===== src/rtl/dmem_arb_pkg.sv =====
// Shared types and defaults for the data-memory arbiter: read-owner FSM states,
// owner encoding and the default external-port starvation bound.
package dmem_arb_pkg;

  localparam int unsigned STARVE_MAX_DEFAULT = 4;

  typedef enum logic [1:0] {
    IDLE,
    RD_CPU,
    RD_EXT
  } rd_state_e;

  typedef enum logic {
    OWN_CPU,
    OWN_EXT
  } owner_e;

endpackage


===== src/rtl/starve_counter.sv =====
// Saturating wait counter for the external port; sat_o flags that the
// external requester has waited the full bound and must win next.
module starve_counter #(
  parameter int unsigned MaxCnt = 4,
  parameter int unsigned CntW   = (MaxCnt < 1) ? 1 : $clog2(MaxCnt + 1)
) (
  input  logic clk_i,
  input  logic rst_i,
  input  logic inc_i,
  input  logic clr_i,
  output logic sat_o
);

  logic [CntW-1:0] cnt_q, cnt_d;

  assign sat_o = (cnt_q == CntW'(MaxCnt));

  always_comb begin
    cnt_d = cnt_q;
    if (clr_i) begin
      cnt_d = '0;
    end else if (inc_i && !sat_o) begin
      cnt_d = cnt_q + 1'b1;
    end
  end

  always_ff @(posedge clk_i) begin
    if (rst_i) begin
      cnt_q <= '0;
    end else begin
      cnt_q <= cnt_d;
    end
  end

endmodule


===== src/rtl/dmem_arbiter.sv =====
// Two-port arbiter sharing one single-cycle-latency SRAM between the CPU MEM stage
// and an external host, with starvation-bounded CPU priority and range checking.
module dmem_arbiter
  import dmem_arb_pkg::*;
#(
  parameter int unsigned ADDR_W     = 10,
  parameter int unsigned DATA_W     = 32,
  parameter int unsigned STARVE_MAX = STARVE_MAX_DEFAULT
) (
  input  logic              clk,
  input  logic              rst,
  input  logic              enable,
  input  logic              cpu_req,
  input  logic              cpu_wen,
  input  logic [31:0]       cpu_addr,
  input  logic [DATA_W-1:0] cpu_wdata,
  output logic              cpu_gnt,
  output logic              cpu_stall,
  output logic              cpu_rvalid,
  output logic [DATA_W-1:0] cpu_rdata,
  input  logic              ext_req,
  input  logic              ext_wen,
  input  logic [31:0]       ext_addr,
  input  logic [DATA_W-1:0] ext_wdata,
  output logic              ext_gnt,
  output logic              ext_rvalid,
  output logic [DATA_W-1:0] ext_rdata,
  output logic [ADDR_W-1:0] mem_addr,
  output logic              mem_wen,
  output logic              mem_ren,
  output logic [DATA_W-1:0] mem_wdata,
  input  logic [DATA_W-1:0] mem_rdata,
  output logic              addr_err
);

  rd_state_e         state_q, state_d;
  logic              err_q, err_d;
  logic              starve_sat;
  logic              ext_pri;
  owner_e            owner;
  logic [31:0]       sel_addr;
  logic              sel_wen;
  logic              any_gnt;
  logic              oor;
  logic [DATA_W-1:0] rd_data;

  starve_counter #(
    .MaxCnt (STARVE_MAX)
  ) u_starve_counter (
    .clk_i (clk),
    .rst_i (rst),
    .inc_i (ext_req & ~ext_gnt),
    .clr_i (ext_gnt),
    .sat_o (starve_sat)
  );

  // Host wins contention while the CPU is halted or once it has waited long enough.
  assign ext_pri = ~enable | starve_sat;

  always_comb begin
    cpu_gnt = 1'b0;
    ext_gnt = 1'b0;
    if (!rst) begin
      if (cpu_req && ext_req) begin
        ext_gnt = ext_pri;
        cpu_gnt = ~ext_pri;
      end else begin
        cpu_gnt = cpu_req;
        ext_gnt = ext_req;
      end
    end
  end

  assign owner     = ext_gnt ? OWN_EXT : OWN_CPU;
  assign sel_addr  = (owner == OWN_EXT) ? ext_addr : cpu_addr;
  assign sel_wen   = (owner == OWN_EXT) ? ext_wen : cpu_wen;
  assign mem_wdata = (owner == OWN_EXT) ? ext_wdata : cpu_wdata;
  assign any_gnt   = cpu_gnt | ext_gnt;
  assign oor       = |sel_addr[31:ADDR_W];

  assign mem_addr  = sel_addr[ADDR_W-1:0];
  assign mem_wen   = any_gnt & sel_wen & ~oor;
  assign mem_ren   = any_gnt & ~sel_wen & ~oor;
  assign cpu_stall = cpu_req & ~cpu_gnt;

  always_comb begin
    state_d = IDLE;
    err_d   = any_gnt & oor;
    if (any_gnt && !sel_wen) begin
      state_d = (owner == OWN_EXT) ? RD_EXT : RD_CPU;
    end
  end

  always_ff @(posedge clk) begin
    if (rst) begin
      state_q <= IDLE;
      err_q   <= 1'b0;
    end else begin
      state_q <= state_d;
      err_q   <= err_d;
    end
  end

  // err_q belongs to the access that put the FSM in a read state, so it zeroes that data.
  assign rd_data    = err_q ? '0 : mem_rdata;
  assign addr_err   = err_q;
  assign cpu_rvalid = (state_q == RD_CPU) & ~rst;
  assign ext_rvalid = (state_q == RD_EXT) & ~rst;
  assign cpu_rdata  = cpu_rvalid ? rd_data : '0;
  assign ext_rdata  = ext_rvalid ? rd_data : '0;

endmodule


===== config.mk =====
export PLATFORM = sky130hd
export DESIGN_NAME = dmem_arbiter
export DESIGN_NICKNAME = d
export VERILOG_FILES = /design/src/rtl/dmem_arb_pkg.sv /design/src/rtl/starve_counter.sv /design/src/rtl/dmem_arbiter.sv
export SDC_FILE = /design/constraint.sdc
export NUM_CORES = 1
export LEC_CHECK = 0
export ABC_AREA = 1
export CORE_AREA = 2 2 109 111
export CTS_CLUSTER_SIZE = 40
export DETAILED_ROUTE_END_ITERATION = 10
export DIE_AREA = 0 0 111 113
export GPL_TIMING_DRIVEN = 0
export PLACE_DENSITY_LB_ADDON = 0.1
export SLEW_MARGIN = 5
export SYNTH_ARGS = -nofsm -noshare
export SYNTH_HDL_FRONTEND = slang
export SYNTH_SLANG_ARGS = --single-unit

===== constraint.sdc =====
create_clock -name clk -period 2.25 [get_ports clk]
set_input_delay 0.45 -clock clk [delete_from_list [all_inputs] [get_ports clk]]
set_output_delay 0.45 -clock clk [all_outputs]
set_load 0.05 [all_outputs]

After elaboration in Yosys (flattened, before gate mapping)
Index checks and enable logic that the tools add are counted.

storage, ports and cells
  bits of input ports = 167
  output and inout bits = 114
  register bits after elaboration = 6

operators by class
  mux-type cells = 12
  add/sub/neg operators = 1
  bitwise gates (word level) = 19
  reductions and logical operators = 8
  equal/unequal tests = 3

operator list
  kind                 count
  $mux 32              5
  $reduce_or 22->1     1
  $and 1x1->1          9
  $not 1->1            8
  $mux 1               6
  $reduce_or 2->1      2
  $add 3x1->3 const B  1
  $eq 3x3->1 const B   1
  $logic_and 1x1->1    3
  $eq 2x1->1 const B   1
  $eq 2x2->1 const B   1
  $logic_not 1->1      2
  $mux 2               1
  $or 1x1->1           2

Logic depth before layout (Yosys ltp)
  depth in word-level cells = 10
  depth in mapped cells = 10

By module
From an unflattened synthesis, not the netlist that was laid out.

unflattened totals
  cell total of the unflattened synthesis = 356
  area, all modules = 1747.9 um^2

by module, submodules not included
  module          instances  seq. area each (um^2)  cells an instance  area each (um^2)
  dmem_arbiter    1          60.1                   329                1572.8
  starve_counter  1          60.1                   27                 175.2

Worst setup path after synthesis
OpenSTA, ideal clock, no wires.

  path type = input -> output
  start point = input port rst
  end point = output port ext_rdata[0]
  arrival time = 2585 ps
  stages = 4
  path buffers = 1
  setup slack = -785 ps
  required time = 1800 ps
  path through = nor3_2 inv_1 buf_2 nor3_1

between the ends
  longest elaborated chain between the ends = 3

RTL lines
  item         RTL line             RTL
  from (decl)  dmem_arbiter.sv:11   input logic rst,
  $not 1->1    dmem_arbiter.sv:108  assign ext_rvalid = (state_q == RD_EXT) & ~rst;
  $and 1x1->1  dmem_arbiter.sv:108
  $mux 32      dmem_arbiter.sv:110  assign ext_rdata = ext_rvalid ? rd_data : '0;
  to (decl)    dmem_arbiter.sv:27   output logic [DATA_W-1:0] ext_rdata,

Every way passes these cells.

Final worst setup path
  start point = register err_q (netlist: addr_err)
  end point = output port cpu_rdata[1]

between the ends
  longest elaborated chain between the ends = 2

RTL lines
  item                    RTL line             RTL
  from (decl)             dmem_arbiter.sv:37   logic err_q, err_d;
  from (signal assigned)  dmem_arbiter.sv:100  err_q <= err_d;
  $mux 32                 dmem_arbiter.sv:105  assign rd_data = err_q ? '0 : mem_rdata;
  $mux 32                 dmem_arbiter.sv:109  assign cpu_rdata = cpu_rvalid ? rd_data : '0;
  to (decl)               dmem_arbiter.sv:20   output logic [DATA_W-1:0] cpu_rdata,

Every way passes these cells.

==> results.py <==
metrics = {
    "routing": {
        "via_per_inst": 4.05,
        "wl_per_cell_um": 13.7,
        "firstDrtPassIters": 4,
        "dr.max_layer_used": "met4",
        "drcViolationCount": 0,
        "first_iter_violations": 81,
        "via_count": 3131,
        "wl_met2_um": 5540,
        "dr_wl_met3_um": 997,
        "ant_nets": 0,
        "wl_um": 10600,
        "wl_met1_um": 3820,
    },
    "synth": {
        "ys_warn_count": 0,
        "synth_ff_type": "dfxtp_1",
        "ys_async_sr_fraction": 0,
        "ys_top_cells_by_count": "nand2_1, nor3_1, inv_1",
        "yosysMostFrequentCell": "nand2_1",
        "synth.avg_cell_area_um2": 4.71,
        "synth_cell_types": 24,
        "ys_ff_latch": 6,
        "syn-instance-count": 339,
        "synth_area_leader_cell": "nand2_1",
        "synth_top_area_share": 0.348,
        "ys_seq_area_frac": 0.0752,
        "mappedNetlistArea_um2": 1600,
        "synth_edf_count": 0,
        "yosys-top-cells-area": "nand2_1, nor3_1, inv_1",
        "syn-num-nets": 508,
    },
    "power": {
        "p_per_area_nw_per_um2": 290,
        "ir_worst_vdd_uv": 179,
        "power.total_w": 0.00146,
        "leakagePower_nw": 2.55,
    },
    "floorplan": {
        "start_util": 0.142,
        "core_area_um2": 11300,
        "die_w_um": 111,
        "num_rows": 39,
        "pin_count": 281,
        "dieArea_um2": 12500,
        "die_y_um": 113,
    },
    "sta": {
        "fin_hold_ws_ns": 0.474,
        "final_max_slew_viol_count": 0,
        "rsz0062_at_grt": "true",
        "fin_skew_ns": 0.000173,
        "hold_viol_final": 0,
        "finalCritPeriodShare": 0.969,
        "relSlewSlack": 0.651,
        "finalSetupViolCount": 0,
        "worst_pin_slew_ns": 0.521,
        "final.min_clock_period_ns": 2.18,
        "max_freq_mhz": 458,
    },
    "global_routing": {
        "grt_overflow": 0,
        "grt_pass1_vias": 3251,
        "antenna_found_initial": 1,
        "grt_max_degree": 11,
        "track_usage": 0.161,
        "grt_pass1_wl_um": 16500,
    },
    "setup_path": {
        "endpoint_kind": "output port",
        "cp_max_fo": 10,
        "critPathLaunchType": "register",
        "path_class": "register to output port",
        "crit_arrival_ns": 1.73,
        "required_ns": 1.80,
    },
    "place": {
        "port_buffers": 280,
        "place_congestion": 0.826,
        "dp_hpwl_um": 9130,
        "place_area_um2": 5000,
    },
    "finish": {
        "final_core_util": 0.447,
        "drive_gt1_frac": 0.348,
        "fin_nets": 801,
        "final_area_um2": 5040,
        "area_growth_pct": 216,
    },
    "clocking": {
        "htree_num_levels": 1,
        "cts_sinks": 6,
        "path_clk_slew_ns": 0.03,
        "root_buffer": "clkbuf_16",
        "numCtsBuffers": 3,
        "clock_latency_ns": 0.22,
        "tritoncts": "done",
        "cts_buffer_depth": 2,
    },
    "run_status": {
        "outcome": "finished clean",
    },
    "job": {
        "max-cap-violations": 0,
    },
    "min_path": {
        "min_path_type": "register to register",
    },
}
==> through the flow <==
| stage | std cells | TNS (ns) | worst slack (ns) |
|---|---|---|---|
| 6_report | 774 | 0 | 0.0688 |
| 3_5_place_dp | 762 | -85.59 | -1.04 |
| 2_1_floorplan | 339 | -7.29 | -0.236 |
| 3_3_place_gp | 762 | -84.37 | -1.05 |
| 4_1_cts | 767 | -0.232 | -0.136 |
| 5_1_grt | 774 | -0.185 | -0.0385 |
==> flip-flops by register name, summed over array words and instances, names as in the netlist <==
name                    cells
u_starve_counter.cnt_q      3
state_q                     2
addr_err                    1
==> path summary, 6_finish.rpt <==
| path | end | depth (start not counted) | from | slack (ns) |
|---|---|---|---|---|
| max | cpu_rdata[1] | 4 | addr_err | 0.07 |
| min | u_starve_counter.cnt_q[0] | 2 | u_starve_counter.cnt_q[0] | 0.47 |
| max reg2reg | addr_err | 10 | u_starve_counter.cnt_q[0] | 0.87 |
| min reg2reg | u_starve_counter.cnt_q[0] | 2 | u_starve_counter.cnt_q[0] | 0.47 |
==> logic make-up (layout without fill, tap and decap cells) <==
kind of cell               Yosys count  after routing  share of synthesized area
AOI/OAI and AO/OA                    4              4                     0.0149
other                                0              1                          0
xor gates and xnor gates             1              1                    0.00549
and+or+nand+nor                    259            259                      0.692
DFF                                  6              6                     0.0752
adders and majority gates            2              2                     0.0157
buffers and inverters               67            358                      0.197
==> cells in the final DEF, fill, tap and decap left out, types with 3 or more instances in the layout <==
cell type / n
nand2_1: 141
buf_2: 55
clkdlybuf4s50_1: 151
buf_6: 12
clkdlybuf4s15_2: 8
nor2_1: 26
nand3_4: 4
inv_1: 40
dlygate4sd2_1: 6
nor3_4: 33
clkbuf_16: 3
nand2_2: 7
dfxtp_1: 4
nor3_1: 18
a21oi_1: 3
buf_4: 52
dlymetal6s2s_1: 13
inv_2: 4
nor3_2: 14
buf_8: 3
nor2_2: 6
==> routing by layer <==
| metal | up-vias | GRT usage |
|---|---|---|
| met3 | 12 | 0.0466 |
| met4 | 0 | 0.0442 |
| met2 | 169 | 0.318 |
| li1 | 1621 | - |
| met5 | - | 0 |
| met1 | 1329 | 0.165 |
==> power breakdown <==
part           internal (W)  switching, W
combinational      0.000458      0.000601
clock              0.000228     0.0000571
sequential         0.000113    0.00000386
==> what timing repair did <==
item | in CTS | in global routing
endpoints found under the hold margin | 0 | 0
pin swaps | 8 | 23
setup buffers | 1 | 6
hold buffers | 0 | 0
gates cloned | 1 | 0
endpoints found under the setup margin | 113 | 81
resized for setup | 636 | 43
==> cell type report <==
type | count | area, µm²
Clock buffer | 3 | 75.1
Antenna cell | 1 | 2.50
Fill cell | 1217 | 6230
Multi-Input combinational cell | 266 | 1700
Timing Repair Buffer | 288 | 2600
Tap cell | 143 | 179
Sequential cell | 6 | 123
Buffer | 22 | 178
Inverter | 45 | 181
==> critical path, cell delays in order (launching register included) <==
cell           delay, ns
dfxtp_1             0.30
buf_2               0.19
clkbuf_4            0.27
nor3_2              0.19
dlygate4sd2_1       0.55
Power figures use the tool's default switching activity.
